**config.mk**
```make
export PLATFORM = sky130hd
export DESIGN_NAME = gcd_sweep_sequencer
export DESIGN_NICKNAME = d
export VERILOG_FILES = /design/src/rtl/gcd_sweep_sequencer.sv
export SDC_FILE = /design/constraint.sdc
export NUM_CORES = 1
export LEC_CHECK = 0
export CORE_MARGIN = 4
export CORE_UTILIZATION = 51
export DETAILED_ROUTE_END_ITERATION = 8
export PLACE_DENSITY = 0.92
export SLEW_MARGIN = 20
export SYNTH_ARGS = -nofsm -noshare
export SYNTH_HDL_FRONTEND = slang
export SYNTH_SLANG_ARGS = --single-unit
```
**constraint.sdc**
```tcl
create_clock -name Clk -period 2.5 [get_ports Clk]
set_input_delay 0.5 -clock Clk [delete_from_list [all_inputs] [get_ports Clk]]
set_output_delay 0.5 -clock Clk [all_outputs]
set_load 0.005 [all_outputs]
```
**src/rtl/gcd_sweep_sequencer.sv**
```systemverilog
// rtl/gcd_sweep_sequencer.sv - operand-grid sweep driver for the ee354_GCD core
// Walks A_MIN..A_MAX x B_MIN..B_MAX (B innermost) and reports each result over valid/ready.
module gcd_sweep_sequencer #(
   parameter int W       = 8,
   parameter int A_MIN   = 2,
   parameter int A_MAX   = 63,
   parameter int B_MIN   = 2,
   parameter int B_MAX   = 63,
   parameter int TIMEOUT = 1023
) (
   input  logic         Clk,
   input  logic         Reset_n,
   input  logic         CEN,
   input  logic         Go,
   output logic [W-1:0] Ain,
   output logic [W-1:0] Bin,
   output logic         Start,
   output logic         Ack,
   input  logic         q_Sub,
   input  logic         q_Done,
   input  logic [W-1:0] AB_GCD,
   output logic         res_valid,
   input  logic         res_ready,
   output logic [W-1:0] res_A,
   output logic [W-1:0] res_B,
   output logic [W-1:0] res_GCD,
   output logic [15:0]  res_cycles,
   output logic [15:0]  pair_count,
   output logic         sweep_done,
   output logic         err
);
   localparam logic [W-1:0] A_MIN_C   = W'(A_MIN);
   localparam logic [W-1:0] A_MAX_C   = W'(A_MAX);
   localparam logic [W-1:0] B_MIN_C   = W'(B_MIN);
   localparam logic [W-1:0] B_MAX_C   = W'(B_MAX);
   localparam logic [15:0]  TIMEOUT_C = 16'(TIMEOUT);

   typedef enum logic [2:0] {
      IDLE, START, WAIT_SUB, WAIT_DONE, ACK, EMIT, FIN, ERR
   } state_t;

   state_t       state_q, state_d;
   logic [W-1:0] ain_q, ain_d, bin_q, bin_d;
   logic [W-1:0] res_a_q, res_a_d, res_b_q, res_b_d, res_gcd_q, res_gcd_d;
   logic [15:0]  cyc_q, cyc_d, res_cycles_q, res_cycles_d, pair_count_q, pair_count_d;
   logic         start_q, start_d, ack_q, ack_d, res_valid_q, res_valid_d;
   logic         sweep_done_q, sweep_done_d, err_q, err_d;

   always_comb begin
      state_d      = state_q;
      ain_d        = ain_q;
      bin_d        = bin_q;
      res_a_d      = res_a_q;
      res_b_d      = res_b_q;
      res_gcd_d    = res_gcd_q;
      res_cycles_d = res_cycles_q;
      cyc_d        = cyc_q;
      pair_count_d = pair_count_q;

      case (state_q)
         IDLE: begin
            if (Go) begin
               ain_d        = A_MIN_C;
               bin_d        = B_MIN_C;
               pair_count_d = '0;
               state_d      = START;
            end
         end
         START: state_d = WAIT_SUB;
         WAIT_SUB: begin
            // A core that reaches Done without a visible Sub phase reports zero cycles
            if (q_Done || q_Sub) begin
               cyc_d   = '0;
               state_d = WAIT_DONE;
            end
         end
         WAIT_DONE: begin
            if (q_Done) begin
               res_a_d      = ain_q;
               res_b_d      = bin_q;
               res_gcd_d    = AB_GCD;
               res_cycles_d = cyc_q;
               state_d      = ACK;
            end else if (cyc_q == TIMEOUT_C) begin
               state_d = ERR;
            end else if (cyc_q != 16'hFFFF) begin
               cyc_d = cyc_q + 16'd1;
            end
         end
         ACK: state_d = EMIT;
         EMIT: begin
            if (res_ready) begin
               pair_count_d = pair_count_q + 16'd1;
               // Limits are checked before incrementing so a MAX of 2^W-1 never wraps
               if (bin_q == B_MAX_C && ain_q == A_MAX_C) begin
                  state_d = FIN;
               end else if (bin_q == B_MAX_C) begin
                  ain_d   = ain_q + {{(W-1){1'b0}}, 1'b1};
                  bin_d   = B_MIN_C;
                  state_d = START;
               end else begin
                  bin_d   = bin_q + {{(W-1){1'b0}}, 1'b1};
                  state_d = START;
               end
            end
         end
         FIN: begin
            if (!Go) state_d = IDLE;
         end
         ERR: state_d = ERR;
         default: state_d = IDLE;
      endcase

      start_d      = (state_d == START);
      ack_d        = (state_d == ACK);
      res_valid_d  = (state_d == EMIT);
      sweep_done_d = (state_d == FIN);
      err_d        = (state_d == ERR);
   end

   always_ff @(posedge Clk) begin
      if (!Reset_n) begin
         state_q      <= IDLE;
         ain_q        <= '0;
         bin_q        <= '0;
         res_a_q      <= '0;
         res_b_q      <= '0;
         res_gcd_q    <= '0;
         res_cycles_q <= '0;
         cyc_q        <= '0;
         pair_count_q <= '0;
         start_q      <= 1'b0;
         ack_q        <= 1'b0;
         res_valid_q  <= 1'b0;
         sweep_done_q <= 1'b0;
         err_q        <= 1'b0;
      end else if (CEN) begin
         state_q      <= state_d;
         ain_q        <= ain_d;
         bin_q        <= bin_d;
         res_a_q      <= res_a_d;
         res_b_q      <= res_b_d;
         res_gcd_q    <= res_gcd_d;
         res_cycles_q <= res_cycles_d;
         cyc_q        <= cyc_d;
         pair_count_q <= pair_count_d;
         start_q      <= start_d;
         ack_q        <= ack_d;
         res_valid_q  <= res_valid_d;
         sweep_done_q <= sweep_done_d;
         err_q        <= err_d;
      end
   end

   assign Ain        = ain_q;
   assign Bin        = bin_q;
   assign Start      = start_q;
   assign Ack        = ack_q;
   assign res_valid  = res_valid_q;
   assign res_A      = res_a_q;
   assign res_B      = res_b_q;
   assign res_GCD    = res_gcd_q;
   assign res_cycles = res_cycles_q;
   assign pair_count = pair_count_q;
   assign sweep_done = sweep_done_q;
   assign err        = err_q;
endmodule
```
==> results.txt, run 1 <==
Worst slew margin = 61.6%
Worst Tran Pin Value = 0.574 ns
Final ANT Viol Nets = 0
Largest area contributor in the netlist = dfxtp_1
Post-layout minimum cycle time = 2.26 ns
Netlist cell types = 54
GRT Total Usage = 22.8%
Met3 Track Usage GR = 4.86%
Clk_lat worst skew = 0.37 ns
Status = finished clean
Clock buffer depth = 2
Final setup violation count = 0
Reg2reg path depth = 7
CTS buffer count = 9
IO buf count = 91
Drt wl/cell = 15.4 um
Tcrit/Tclk final = 90.6%
Pre-Repair DR Iteration Count = 5
Fin nets = 641
Combinational family with the most area after synthesis = simple AND/OR/NAND/NOR gates
YS warnings = 0
Worst Hold Launch = res_B[2]
RSZ-0062 raised after global routing = false
Vias per cell = 5.63
Vias in the first global route = 3941
Hold Crit Class = register to register
Most instantiated cells after synthesis = nand2_1 (108), dfxtp_1 (96), a21boi_0 (42), nor2_1 (41), nand3_1 (27)
FF-to-FF Start = cyc_q[13]
Routed Wire Length = 11300 um
Adder-Cell Fraction of Synth Area = 1.15%
Initial core utilization = 52.8%
Top Ports = 92
FF+latch count, synth = 96
PnR worst setup slack = 0.235 ns
XOR/XNOR Fraction of Synth Area = 6.23%
Area post-placement = 5470 sq um
Post-synthesis mux area share = 0.460%
Critical path arrival = 2.50 ns
Design Area, Final = 5660 sq um
Reg clk slew, reported paths = 0.10 ns
Vias post-DR = 4123
Final slew viol count = 0
First-pass GRT wire length = 18700 um
DR DRC count = 0
Fin cells = 732
Area grow syn2layout = 29.9%
Share of layout cells above drive strength 1 = 8.13%
H-Tree Depth = 3
Grt met1 use = 27.8%
Crit path launch type = register
CTS tree = done
PD cells = 491 nW/um^2
Worst Setup SP = cyc_q[13]
Crit path to = cyc_q[1]
Post-Syn Area per Cell = 8.30 sq um
Total core area = 8260 sq um
Max Fclk = 442 MHz
Setup CP Type = register to register
Reg-to-Reg End = cyc_q[1]
CP max FO = 8
Initial antenna violation count = 0
Placer Congestion = 0.886
Total grt overflow = 0
Asr flop ratio synth = 0%
Register area share after synthesis = 44.1%
DIE AREA = 10100 sq um
Syn Inst Count = 525
Diode count = 0
Crit. End Element = register
Synth top area share = 44.1%
Row count = 33
Compound-Gate Fraction of Synth Area = 14.8%
Inst Count DP = 716
Syn_nets = 544
HPWL Detailed = 8180 um
Cell Area, Synth = 4360 sq um
Most Crowded Layer GR = met2
Maximum capacitance violations = 0
Initial DRC Count = 229
Skew final = 0.0114 ns
Clk root buf = clkbuf_8
Synth top area cells = dfxtp_1 (44%), nand2_1 (9.3%), a21boi_0 (7.2%)
Sink Count = 96
Filler Cell Count = 648
Post-CTS Setup Inserts = 0
CP required = 2.74 ns
Tot Pwr = 2780 uW
Place WS = -0.0428 ns
Post-synth EDFFs = 0
Die Wd = 100 um
Synth Area in Simple Gates = 29.5%
VDD IR max = 0.000318 V
Most common cell in the netlist = nand2_1
Final hold violations = 0
Routing usage on met2 = 39.3%
Most used DFF post-synth = dfxtp_1
Die outline height = 100 um
Hold depth = 2
Reg-to-reg slack, setup = 0.24 ns
Largest net degree at the start of global routing = 39
Static Leak = 0.00194 uW
==> placed cells by master (no fill, tap or decap), types with 3 or more instances in the layout <==
cell / netlist / final
a21boi_0: 42 / 42
a21oi_1: 18 / 18
and3_1: 8 / 8
and4_1: 7 / 7
buf_4: 1 / 24
clkbuf_8: 0 / 10
clkdlybuf4s50_1: 0 / 91
clkinvlp_4: 0 / 3
dfxtp_1: 96 / 96
ha_1: 4 / 4
inv_1: 8 / 8
nand2_1: 108 / 108
nand2b_1: 3 / 3
nand3_1: 27 / 27
nand3b_1: 4 / 4
nand4_1: 13 / 13
nor2_1: 41 / 41
nor2b_1: 5 / 5
nor3_1: 8 / 8
o21ai_0: 19 / 18
o31ai_1: 3 / 3
or3_1: 10 / 10
or4_1: 6 / 6
xnor2_1: 9 / 9
xor2_1: 22 / 22
==> cells by family (layout without fill, tap and decap cells) <==
group,count (synthesis),in the layout
muxes,2,2
AOI/OAI and AO/OA,95,95
xor gates and xnor gates,31,31
and+or+nand+nor,259,259
adders and majority gates,4,4
buffers and inverters,38,140
DFF,96,96
==> where the power goes <==
part | switching (uW) | internal [uW] | total, uW
clock network | 573 | 401 | 974
registers | 25.6 | 1540 | 1570
logic | 124 | 112 | 235
total | 722 | 2060 | 2780
==> how the worst min path moves through the flow <==
stage	to
2_1_floorplan	err
3_3_place_gp	res_A[5]
3_5_place_dp	err
4_1_cts	res_A[6]
5_1_grt	res_A[2]
6_report	res_B[2]
==> critical path, cell delays in order (launching register included) <==
cell      delay, ns
dfxtp_1        0.39
or4_1          0.54
nor4_2         0.36
o211ai_2       0.21
nand3_1        0.21
buf_4          0.19
mux2i_1        0.19
nor2_1         0.05
==> through the flow <==
step / util [%] / TNS (ns) / hold WS (ns)
2_1_floorplan: - / 0 / 0.449
3_3_place_gp: 66.2 / 0 / 0.448
3_5_place_dp: 66.2 / -0.186 / 0.454
4_1_cts: 68.5 / 0 / 0.471
5_1_grt: 68.5 / 0 / 0.488
6_report: 68.5 / 0 / 0.469
==> repair_timing <==
item	4_1_cts	5_1_grt
resized for setup	0	1
endpoints found under the setup margin	0	3
hold buffers	0	0
==> state kept, by name (all words and copies together), names as in the netlist <==
| signal | cells |
|---|---|
| Ack | 1 |
| Ain | 8 |
| Bin | 8 |
| Start | 1 |
| cyc_q | 16 |
| err | 1 |
| pair_count | 16 |
| res_A | 8 |
| res_B | 8 |
| res_GCD | 8 |
| res_cycles | 16 |
| res_valid | 1 |
| state_q | 3 |
| sweep_done | 1 |
==> layout make-up <==
cell class / instances / area [sq um] / share of cell area [%]
flip-flops and latches: 96 / 1920 / 34.0
inverters: 8 / 30.0 / 0.531
well taps: 105 / 131 / 2.32
repair buffers: 116 / 1110 / 19.6
clock inverters: 6 / 51.3 / 0.907
clock buffers: 10 / 138 / 2.43
multi-input cells: 391 / 2270 / 40.2
==> layer usage <==
layer | wire, um | vias up
li1 | - | 2006
met1 | 4780 | 1926
met2 | 5560 | 167
met3 | 755 | 24
met4 | 195 | 0
met5 | 0 | -
(Power assumes the default switching activity.)
==> inputs of run 2 (changes only) <==
--- a/config.mk
+++ b/config.mk
@@ -6,9 +6,9 @@
 export NUM_CORES = 1
 export LEC_CHECK = 0
 export CORE_MARGIN = 4
-export CORE_UTILIZATION = 51
+export CORE_UTILIZATION = 46
 export DETAILED_ROUTE_END_ITERATION = 8
-export PLACE_DENSITY = 0.92
+export PLACE_DENSITY = 0.88
 export SLEW_MARGIN = 20
 export SYNTH_ARGS = -nofsm -noshare
 export SYNTH_HDL_FRONTEND = slang
==> constraint.sdc (replaced) <==
create_clock -name Clk -period 1.82 [get_ports Clk]
set_input_delay 0.364 -clock Clk [delete_from_list [all_inputs] [get_ports Clk]]
set_output_delay 0.364 -clock Clk [all_outputs]
set_load 0.005 [all_outputs]
==> run 2 against run 1 <==
  * The run now ends with negative setup slack left
  * Largest power group unchanged
  * Global-route usage increased by 0.36 points
  * Final cell count increased by 13%
  * Design area grew 17%
  * Die area rose by 10%
  * Via count rose by 12%
  * Worst hold slack lost 0.0039 ns
  * Maximum frequency up 11%
  * Sequential cell count stayed put
==> results.txt, run 2 (synthesized netlist as in run 1, its figures left out) <==
Initial core utilization = 47.1% (-5.6 points)
HPWL Detailed = 8830 um (+7.9%)
FF-to-FF Start = cyc_q[9]
Vias post-DR = 4607 (+12%)
Reg-to-reg slack, setup = -0.22 ns (-0.45 ns)
Top Ports = 92 (unchanged)
Worst path max stage delay = 0.54 ns (about the same)
Worst Setup SP = cyc_q[9]
Total core area = 9240 sq um (+12%)
CTS tree = done
PD cells = 630 nW/um^2 (+28%)
Hold Slack = 0.465 ns (-0.00391 ns)
Worst Tran Pin Value = 0.372 ns (-0.202 ns)
Static Leak = 0.00238 uW (+22%)
Tcrit/Tclk final = 112% (+21 points)
CP cell instances = or4bb_4 -> nor4_4 -> buf_4 -> o2111ai_1 -> o21ai_1 -> buf_4 -> nand2_2 -> o21ai_1
Multi-input logic area = 2530 sq um (+11%)
Fin nets = 709 (+11%)
Hold-fix buffers, CTS = 0 (unchanged)
Pre-Repair DR Iteration Count = 5 (unchanged)
Fin cells = 824 (+13%)
Largest net degree at the start of global routing = 35 (-10%)
Fin util = 71.4% (+2.8 points)
Diode count = 0 (unchanged)
Crit path launch type = register
Skew final = 0.0168 ns (+0.00538 ns)
Final ANT Viol Nets = 0 (unchanged)
Status = complete, but fails checks
Place WS = -0.563 ns (-0.520 ns)
Worst slew margin = 75.0% (+13 points)
Reg2reg path depth = 8 (+1)
First-pass GRT wire length = 21200 um (+13%)
Vias per cell = 5.59 (-0.74%)
Final slew viol count = 0 (unchanged)
Clk_lat worst skew = 0.37 ns (about the same)
Initial antenna violation count = 0 (unchanged)
Hold Crit Class = register to register
Violated checks = negative setup slack
Post-layout minimum cycle time = 2.04 ns (-0.226 ns)
Most frequent cells in the layout = nand2_1 (105), clkdlybuf4s50_1 (88), dfxtp_1 (82)
PnR worst setup slack = -0.219 ns (-0.454 ns)
Hold Path Sink = res_cycles[2]
Max Fclk = 490 MHz (+11%)
Tot Pwr = 4150 uW (+49%)
CP required = 2.13 ns (-0.61 ns)
Reg clk slew, reported paths = 0.10 ns (about the same)
Reg-to-Reg End = res_valid
Final hold violations = 0 (unchanged)
Most common cell after layout, fill and taps aside = nand2_1
Vias in the first global route = 4526 (+15%)
Final setup violation count = 25 (+25)
H-Tree Depth = 3 (unchanged)
CTS buffer count = 9 (unchanged)
Total grt overflow = 0 (unchanged)
GRT Total Usage = 23.1% (+0.36 points)
RSZ-0062 raised after global routing = true
VDD IR max = 0.000365 V (+15%)
IO buf count = 91 (unchanged)
Slowest-stage cell, CP = or4bb_4
CP max FO = 4 (-4)
Inst Count DP = 794 (+11%)
Clk root buf = clkbuf_8
Clock buffer depth = 2 (unchanged)
Drt wl/cell = 16.7 um (+8.0%)
Hold depth = 2 (unchanged)
Worst Hold Launch = res_cycles[2]
Initial DRC Count = 363 (+59%)
Routed Wire Length = 13700 um (+22%)
Row count = 35 (+6.1%)
Area grow syn2layout = 51.3%
DR DRC count = 0 (unchanged)
Placer Congestion = 0.920 (+3.8%)
Filler Cell Count = 636 (-1.9%)
Die outline height = 105 um (+4.9%)
DIE AREA = 11100 sq um (+10%)
Sink Count = 96 (unchanged)
Share of layout cells above drive strength 1 = 25.5% (+17 points)
Setup CP Type = register to register
Crit. End Element = register
Die Wd = 105 um (+4.9%)
Register area = 1950 sq um (+1.3%)
Maximum capacitance violations = 0 (unchanged)
Critical path arrival = 2.35 ns (-0.15 ns)
run 2: layout make-up:
type	instances	area share, %
clock buffer	9	1.88
clock inverter	7	1.44
inverter	8	0.455
multi-input combinational	391	38.4
sequential	96	29.5
tap	129	2.45
timing repair buffer	184	25.8
run 2: where the power goes:
part / total, uW / switching, uW / internal (uW) / leakage, uW
sequential: 2140 / 22.0 / 2120 / 0.000782
combinational: 467 / 238 / 229 / 0.00149
clock: 1540 / 768 / 777 / 0.000110
run 2: per-stage QoR:
step	setup TNS (ns)	area, sq um
after floorplan	-0.443	4400
after global placement	-17.65	5980
after detailed placement	-22.95	5980
after CTS	-1.47	6370
after global routing	-5.22	6590
final	-2.98	6590
run 2: repair_timing:
action,in CTS,in global routing
cloned,0,1
setup buffers,9,5
setup endpoints to repair,44,74
gates resized for setup,36,55
pin swaps,23,34
run 2: metal layers:
metal	share of wire (%)	vias to the layer above	wire length [um]	global-route usage (%)
met5	0	-	0	0
met4	3.0	0	417	11.0
met3	5.2	49	718	5.33
met2	53	206	7210	41.0
met1	39	2217	5390	26.1
li1	-	2135	-	-
run 2: worst max path at each step:
stage | slack [ns] | endpoint | cells after the start
floorplan | -0.06 | cyc_q[1] | 7
global placement | -0.50 | pair_count[14] | 7
detailed placement | -0.56 | cyc_q[1] | 8
CTS | -0.10 | cyc_q[1] | 7
global route | -0.28 | cyc_q[14] | 7
finish | -0.22 | res_valid | 8
run 2: worst max-delay path: cells and delay by family (launching register included):
family / cells / cell delay, ns
AO/OA/AOI/OAI: 3 / 0.40
buffers and inverters: 2 / 0.33
flip-flops: 1 / 0.37
AND/OR/NAND/NOR: 3 / 0.89
